### src/rtl/uart_pkg.sv
// Shared types and constants for the SPART-style UART transmit path.
package uart_pkg;

    typedef enum logic [2:0] {
        IDLE,
        LOADED,
        START,
        DATA,
        STOP
    } tx_state_t;

    localparam int unsigned DATA_W_DEF = 8;
    localparam logic        LINE_IDLE  = 1'b1;
    localparam logic        START_BIT  = 1'b0;
    localparam logic        STOP_BIT   = 1'b1;

endpackage

### src/rtl/uart_tx_serializer.sv
// 8N1 UART transmit serializer: loads a byte on t_enable, shifts it out LSB-first
// one bit per baud_enable tick, and reports buffer-ready on tbr.
module uart_tx_serializer
    import uart_pkg::*;
#(
    parameter int unsigned DATA_W = DATA_W_DEF
) (
    input  logic              clk,
    input  logic              rst,
    input  logic              baud_enable,
    input  logic              t_enable,
    input  logic [DATA_W-1:0] data,
    output logic              txd,
    output logic              tbr
);

    localparam int unsigned        CntW    = $clog2(DATA_W + 1);
    localparam logic [CntW-1:0]    CntLast = CntW'(DATA_W);

    tx_state_t         r_state;
    tx_state_t         w_state_d;
    logic [DATA_W-1:0] r_shift;
    logic [DATA_W-1:0] w_shift_d;
    logic [CntW-1:0]   r_cnt;
    logic [CntW-1:0]   w_cnt_d;
    logic              r_txd;
    logic              w_txd_d;
    logic              r_tbr;
    logic              w_tbr_d;

    always_ff @(posedge clk or negedge rst) begin
        if (!rst) begin
            r_state <= IDLE;
            r_shift <= '0;
            r_cnt   <= '0;
            r_txd   <= LINE_IDLE;
            r_tbr   <= 1'b1;
        end else begin
            r_state <= w_state_d;
            r_shift <= w_shift_d;
            r_cnt   <= w_cnt_d;
            r_txd   <= w_txd_d;
            r_tbr   <= w_tbr_d;
        end
    end

    always_comb begin
        w_state_d = r_state;
        w_shift_d = r_shift;
        w_cnt_d   = r_cnt;
        w_txd_d   = r_txd;
        w_tbr_d   = r_tbr;
        unique case (r_state)
            // A baud tick coinciding with the load is deliberately not the start tick.
            IDLE: begin
                w_txd_d = LINE_IDLE;
                if (t_enable) begin
                    w_shift_d = data;
                    w_tbr_d   = 1'b0;
                    w_state_d = LOADED;
                end
            end
            LOADED: begin
                if (baud_enable) begin
                    w_txd_d   = START_BIT;
                    w_cnt_d   = '0;
                    w_state_d = START;
                end
            end
            START: begin
                if (baud_enable) begin
                    w_txd_d   = r_shift[0];
                    w_shift_d = r_shift >> 1;
                    w_cnt_d   = CntW'(1);
                    w_state_d = DATA;
                end
            end
            DATA: begin
                if (baud_enable) begin
                    if (r_cnt < CntLast) begin
                        w_txd_d   = r_shift[0];
                        w_shift_d = r_shift >> 1;
                        w_cnt_d   = r_cnt + CntW'(1);
                    end else begin
                        w_txd_d   = STOP_BIT;
                        w_state_d = STOP;
                    end
                end
            end
            STOP: begin
                if (baud_enable) begin
                    w_txd_d   = LINE_IDLE;
                    w_tbr_d   = 1'b1;
                    w_state_d = IDLE;
                end
            end
            default: begin
                w_txd_d   = LINE_IDLE;
                w_tbr_d   = 1'b1;
                w_state_d = IDLE;
            end
        endcase
    end

    assign txd = r_txd;
    assign tbr = r_tbr;

endmodule

### config.mk
export PLATFORM = sky130hd
export DESIGN_NAME = uart_tx_serializer
export DESIGN_NICKNAME = d
export VERILOG_FILES = /design/src/rtl/uart_pkg.sv /design/src/rtl/uart_tx_serializer.sv
export SDC_FILE = /design/constraint.sdc
export NUM_CORES = 1
export LEC_CHECK = 0
export ABC_AREA = 1
export CAP_MARGIN = 20
export CORE_MARGIN = 2
export CORE_UTILIZATION = 29
export CTS_CLUSTER_DIAMETER = 60
export CTS_CLUSTER_SIZE = 30
export DETAILED_ROUTE_END_ITERATION = 10
export GPL_TIMING_DRIVEN = 1
export PLACE_DENSITY = 0.49
export SYNTH_ARGS = -nofsm -noshare
export SYNTH_HDL_FRONTEND = slang
export SYNTH_SLANG_ARGS = --single-unit
### constraint.sdc
create_clock -name clk -period 3.5 [get_ports clk]
set_input_delay 0.525 -clock clk [delete_from_list [all_inputs] [get_ports clk]]
set_output_delay 0.525 -clock clk [all_outputs]
set_load 0.005 [all_outputs]
==> run_summary.xml <==
<?xml version="1.0" encoding="UTF-8"?>
<metrics>
  <group name="sta">
    <metric name="final-hold-violation-count" unit="">0</metric>
    <metric name="grt_setup_unrepaired" unit="">no</metric>
    <metric name="setup_total_negative_slack" unit="ns">0</metric>
    <metric name="final_setup_vio_count" unit="">0</metric>
    <metric name="worst_pin_slew" unit="ns">0.7976</metric>
    <metric name="final_max_slew_viol_count" unit="">0</metric>
    <metric name="maxSlewHeadroom" unit="">0.4666</metric>
    <metric name="post_route_clock_period_utilization" unit="">0.5289</metric>
    <metric name="finClkSkew" unit="ns">0.001759</metric>
    <metric name="max_freq" unit="MHz">540.2</metric>
    <metric name="timing.final.crit_period" unit="ns">1.851</metric>
  </group>
  <group name="die">
    <metric name="fp.coreArea" unit="mm2">0.003337</metric>
    <metric name="fp.dieArea" unit="mm2">0.003947</metric>
    <metric name="initial_utilization" unit="">0.3007</metric>
    <metric name="floorplan.rows" unit="">21</metric>
    <metric name="die_height" unit="um">62.83</metric>
    <metric name="die_width" unit="um">62.83</metric>
    <metric name="io-pin-count" unit="">14</metric>
  </group>
  <group name="setup_path">
    <metric name="crit_fanout" unit="">2</metric>
    <metric name="critPathLaunchType" unit="">flop</metric>
    <metric name="start_point_of_the_critical_path" unit="">txd$_DFFE_PN1P_</metric>
    <metric name="cpMaxStageDelayCell" unit="">sky130_fd_sc_hd__dfstp_2</metric>
    <metric name="critical-path-top-delay-family" unit="">flip-flops</metric>
    <metric name="crit-reg2reg-launch" unit="">r_state[1]$_DFFE_PN0P_</metric>
    <metric name="critPathKind" unit="">reg2out</metric>
    <metric name="cp.required" unit="ns">2.97</metric>
    <metric name="endpoint_kind" unit="">output port</metric>
    <metric name="cp_num_buf_inv" unit="">1</metric>
    <metric name="r2r_end" unit="">r_shift[4]$_DFFE_PN0P_</metric>
    <metric name="critical-path-max-stage-delay" unit="ns">0.54</metric>
    <metric name="critical_path_arrival" unit="ns">1.33</metric>
    <metric name="reg2regPathDepth" unit="">7</metric>
    <metric name="r2r_setup_slack" unit="ns">2.13</metric>
    <metric name="cp.depth" unit="">1</metric>
    <metric name="worstPathCellList" unit="">clkdlybuf4s50_1</metric>
    <metric name="worst_setup_path_endpoint" unit="">txd</metric>
  </group>
  <group name="logic_synthesis">
    <metric name="synth_edf_count" unit="">0</metric>
    <metric name="syn_area_per_cell" unit="um2">7.489</metric>
    <metric name="syn-instance-count" unit="">134</metric>
    <metric name="most_numerous_cell_in_the_yosys_netlist" unit="">sky130_fd_sc_hd__nand2_1</metric>
    <metric name="synth-seq-cells" unit="">17</metric>
    <metric name="ys_async_rst_share" unit="">1.000</metric>
    <metric name="synth_area_leaders" unit="">sky130_fd_sc_hd__dfrtp_1 (37%), sky130_fd_sc_hd__nand2_1 (25%), sky130_fd_sc_hd__nand3_1 (5.5%)</metric>
    <metric name="synth_fp_nets" unit="">147</metric>
    <metric name="synth_largest_area_cell" unit="">sky130_fd_sc_hd__dfrtp_1</metric>
    <metric name="postSynth.topFlopCell" unit="">sky130_fd_sc_hd__dfrtp_1</metric>
    <metric name="synth.yosys.seq_area_share" unit="">0.4264</metric>
    <metric name="yosys_warnings" unit="">0</metric>
    <metric name="synth_common_cells" unit="">sky130_fd_sc_hd__nand2_1 (66), sky130_fd_sc_hd__dfrtp_1 (15), sky130_fd_sc_hd__nand3_1 (11)</metric>
    <metric name="synth_top_cell_area_share" unit="">0.3741</metric>
    <metric name="synth_area" unit="mm2">0.001003</metric>
    <metric name="number_of_distinct_library_cells_after_synthesis" unit="">25</metric>
  </group>
  <group name="layout">
    <metric name="area_delta_synth_final" unit="%">21.32</metric>
    <metric name="finish.net_count" unit="">165</metric>
    <metric name="stdcell_count" unit="">197</metric>
    <metric name="utilization" unit="">0.3648</metric>
    <metric name="post_route_cells_drive_above_1_share" unit="">0.1457</metric>
    <metric name="register_area" unit="um2">427.9</metric>
    <metric name="multi_input_comb_area" unit="um2">543.0</metric>
    <metric name="antenna-diode-count" unit="">0</metric>
    <metric name="nFillCells" unit="">359</metric>
  </group>
  <group name="clock_tree">
    <metric name="clk_root_buffer_cell" unit="">sky130_fd_sc_hd__clkbuf_4</metric>
    <metric name="cts-root-to-sink-buffers" unit="">2</metric>
    <metric name="worst_skew_pair.late_latency" unit="ns">0.30</metric>
    <metric name="hold_buffers" unit="">0</metric>
    <metric name="cts_max_level" unit="">1</metric>
    <metric name="cts_inserted_buffers" unit="">3</metric>
    <metric name="post_cts_setup_buffer_count" unit="">0</metric>
    <metric name="cts.reportedPaths.clkPinSlew" unit="ns">0.11</metric>
    <metric name="cts_resized" unit="">0</metric>
    <metric name="tritoncts" unit="">yes</metric>
    <metric name="cts_num_sinks" unit="">17</metric>
  </group>
  <group name="detailed_routing">
    <metric name="drt_drc_violations_left" unit="">0</metric>
    <metric name="vias_per_cell" unit="">4.396</metric>
    <metric name="totalWireLength" unit="um">2118</metric>
    <metric name="routed.top_layer" unit="">met4</metric>
    <metric name="met2_length" unit="um">936</metric>
    <metric name="wl_met1" unit="um">1066</metric>
    <metric name="routed_wire_length_per_instance" unit="um">10.75</metric>
    <metric name="postRouteAntennaNets" unit="">0</metric>
    <metric name="drt_pre_antenna_iters" unit="">2</metric>
    <metric name="route.vias.total" unit="">866</metric>
    <metric name="drt-initial-drc-count" unit="">23</metric>
    <metric name="met3_wirelength" unit="um">92</metric>
  </group>
  <group name="pwr">
    <metric name="cellLeakagePower" unit="nW">0.6117</metric>
    <metric name="power.ir.vdd_worst" unit="mV">0.2813</metric>
    <metric name="pwr_density_cell" unit="mW/mm2">778.9</metric>
  </group>
  <group name="placement">
    <metric name="portBuffers" unit="">13</metric>
    <metric name="gp_congestion" unit="">0.8741</metric>
    <metric name="dpl.cell_count" unit="">193</metric>
    <metric name="hpwl" unit="um">1564</metric>
  </group>
  <group name="grt">
    <metric name="grt_remaining_overflow" unit="">0</metric>
    <metric name="grt_pass1_wl" unit="um">3594</metric>
    <metric name="grt_pass1_vias" unit="">798</metric>
    <metric name="grt_use_total" unit="">0.1160</metric>
    <metric name="grt_max_degree" unit="">18</metric>
    <metric name="initial_antenna_violation_count" unit="">0</metric>
  </group>
  <group name="run">
    <metric name="maxCapViolations" unit="">0</metric>
  </group>
  <group name="worst_hold_path">
    <metric name="worst_hold_check_path_type" unit="">reg2reg</metric>
  </group>
  <group name="run_status">
    <metric name="status" unit="">completed</metric>
  </group>
</metrics>
==> registers in the layout, summed over array words and instances, names as in the netlist <==
signal / flops
tbr: 1
txd: 1
r_shift: 8
r_cnt: 4
r_state: 3
==> worst min-delay path by stage <==
stage | slack [ns] | cells past startpoint | startpoint | to
final | 0.48 | 2 | r_shift[1]$_DFFE_PN0P_ | r_shift[1]$_DFFE_PN0P_
after global routing | 0.51 | 2 | txd$_DFFE_PN1P_ | txd$_DFFE_PN1P_
after CTS | 0.49 | 2 | r_shift[1]$_DFFE_PN0P_ | r_shift[1]$_DFFE_PN0P_
after detailed placement | 0.46 | 2 | r_shift[1]$_DFFE_PN0P_ | r_shift[1]$_DFFE_PN0P_
after global placement | 0.46 | 2 | r_shift[3]$_DFFE_PN0P_ | r_shift[3]$_DFFE_PN0P_
after floorplan | 0.23 | 0 | rst | r_cnt[0]$_DFFE_PN0P_
==> per-layer routing <==
layer / GRT usage / vias to the layer above
li1: - / 462
met1: 0.1514 / 389
met2: 0.1841 / 13
met3: 0.04144 / 2
met4: 0.02500 / 0
met5: 0 / -
==> cell usage in the layout (no fill, tap or decap) <==
master and count:
sky130_fd_sc_hd__nand2_4 2, sky130_fd_sc_hd__nand4_1 1, sky130_fd_sc_hd__o21ai_2 1, sky130_fd_sc_hd__clkbuf_4 3
sky130_fd_sc_hd__nand3_1 11, sky130_fd_sc_hd__ha_1 1, sky130_fd_sc_hd__a21oi_1 2, sky130_fd_sc_hd__dfstp_2 2
sky130_fd_sc_hd__nand2_8 1, sky130_fd_sc_hd__nand2_2 3, sky130_fd_sc_hd__o21bai_1 1, sky130_fd_sc_hd__inv_2 3
sky130_fd_sc_hd__nand3_2 1, sky130_fd_sc_hd__clkdlybuf4s50_1 13, sky130_fd_sc_hd__xor2_1 1, sky130_fd_sc_hd__nand2_1 66
sky130_fd_sc_hd__nor2_8 1, sky130_fd_sc_hd__o21ai_0 3, sky130_fd_sc_hd__nand3b_1 1, sky130_fd_sc_hd__clkinv_1 1
sky130_fd_sc_hd__clkbuf_1 1, sky130_fd_sc_hd__nor2_1 6, sky130_fd_sc_hd__nor2_2 2, sky130_fd_sc_hd__inv_4 1
sky130_fd_sc_hd__nor2_4 2, sky130_fd_sc_hd__o21ai_1 3, sky130_fd_sc_hd__dfrtp_1 15, sky130_fd_sc_hd__inv_1 3
==> metrics by stage <==
step / hold slack [ns] / worst slack (ns) / power [mW] / cell area (um2)
6_report: 0.4833 / 1.649 / 0.9482 / 1217
5_1_grt: 0.5112 / 1.613 / 1.044 / 1217
4_1_cts: 0.4876 / 1.630 / 0.9625 / 1217
3_5_place_dp: 0.4595 / 1.574 / 0.8451 / 1191
3_3_place_gp: 0.4587 / 1.598 / 0.8459 / 1191
2_1_floorplan: 0.2294 / 2.235 / 0.7193 / 1003
==> final cells by class <==
cell class	instances	area share
clock buffer	4	0.02158
inverter	8	0.02672
multi-input combinational	109	0.4460
sequential	17	0.3515
tap	46	0.04728
timing repair buffer	13	0.1069
==> logic make-up (layout without fill, tap and decap cells) <==
group / after synthesis / in the layout / synth area share
flip-flops: 17 / 17 / 0.4264
buffers and inverters: 8 / 25 / 0.03242
AO/OA/AOI/OAI: 10 / 10 / 0.05611
adder cells (fa/ha/maj): 1 / 1 / 0.01247
AND/OR/NAND/NOR: 97 / 97 / 0.4638
XOR/XNOR: 1 / 1 / 0.008730
==> power by group <==
| part | leakage (nW) | internal (mW) | switching (mW) |
|---|---|---|---|
| logic | 0.383 | 0.179 | 0.322 |
| clock network | 0.0150 | 0.0444 | 0.0684 |
| registers | 0.214 | 0.274 | 0.0605 |
No activity file was read; power rests on OpenSTA's default activity.
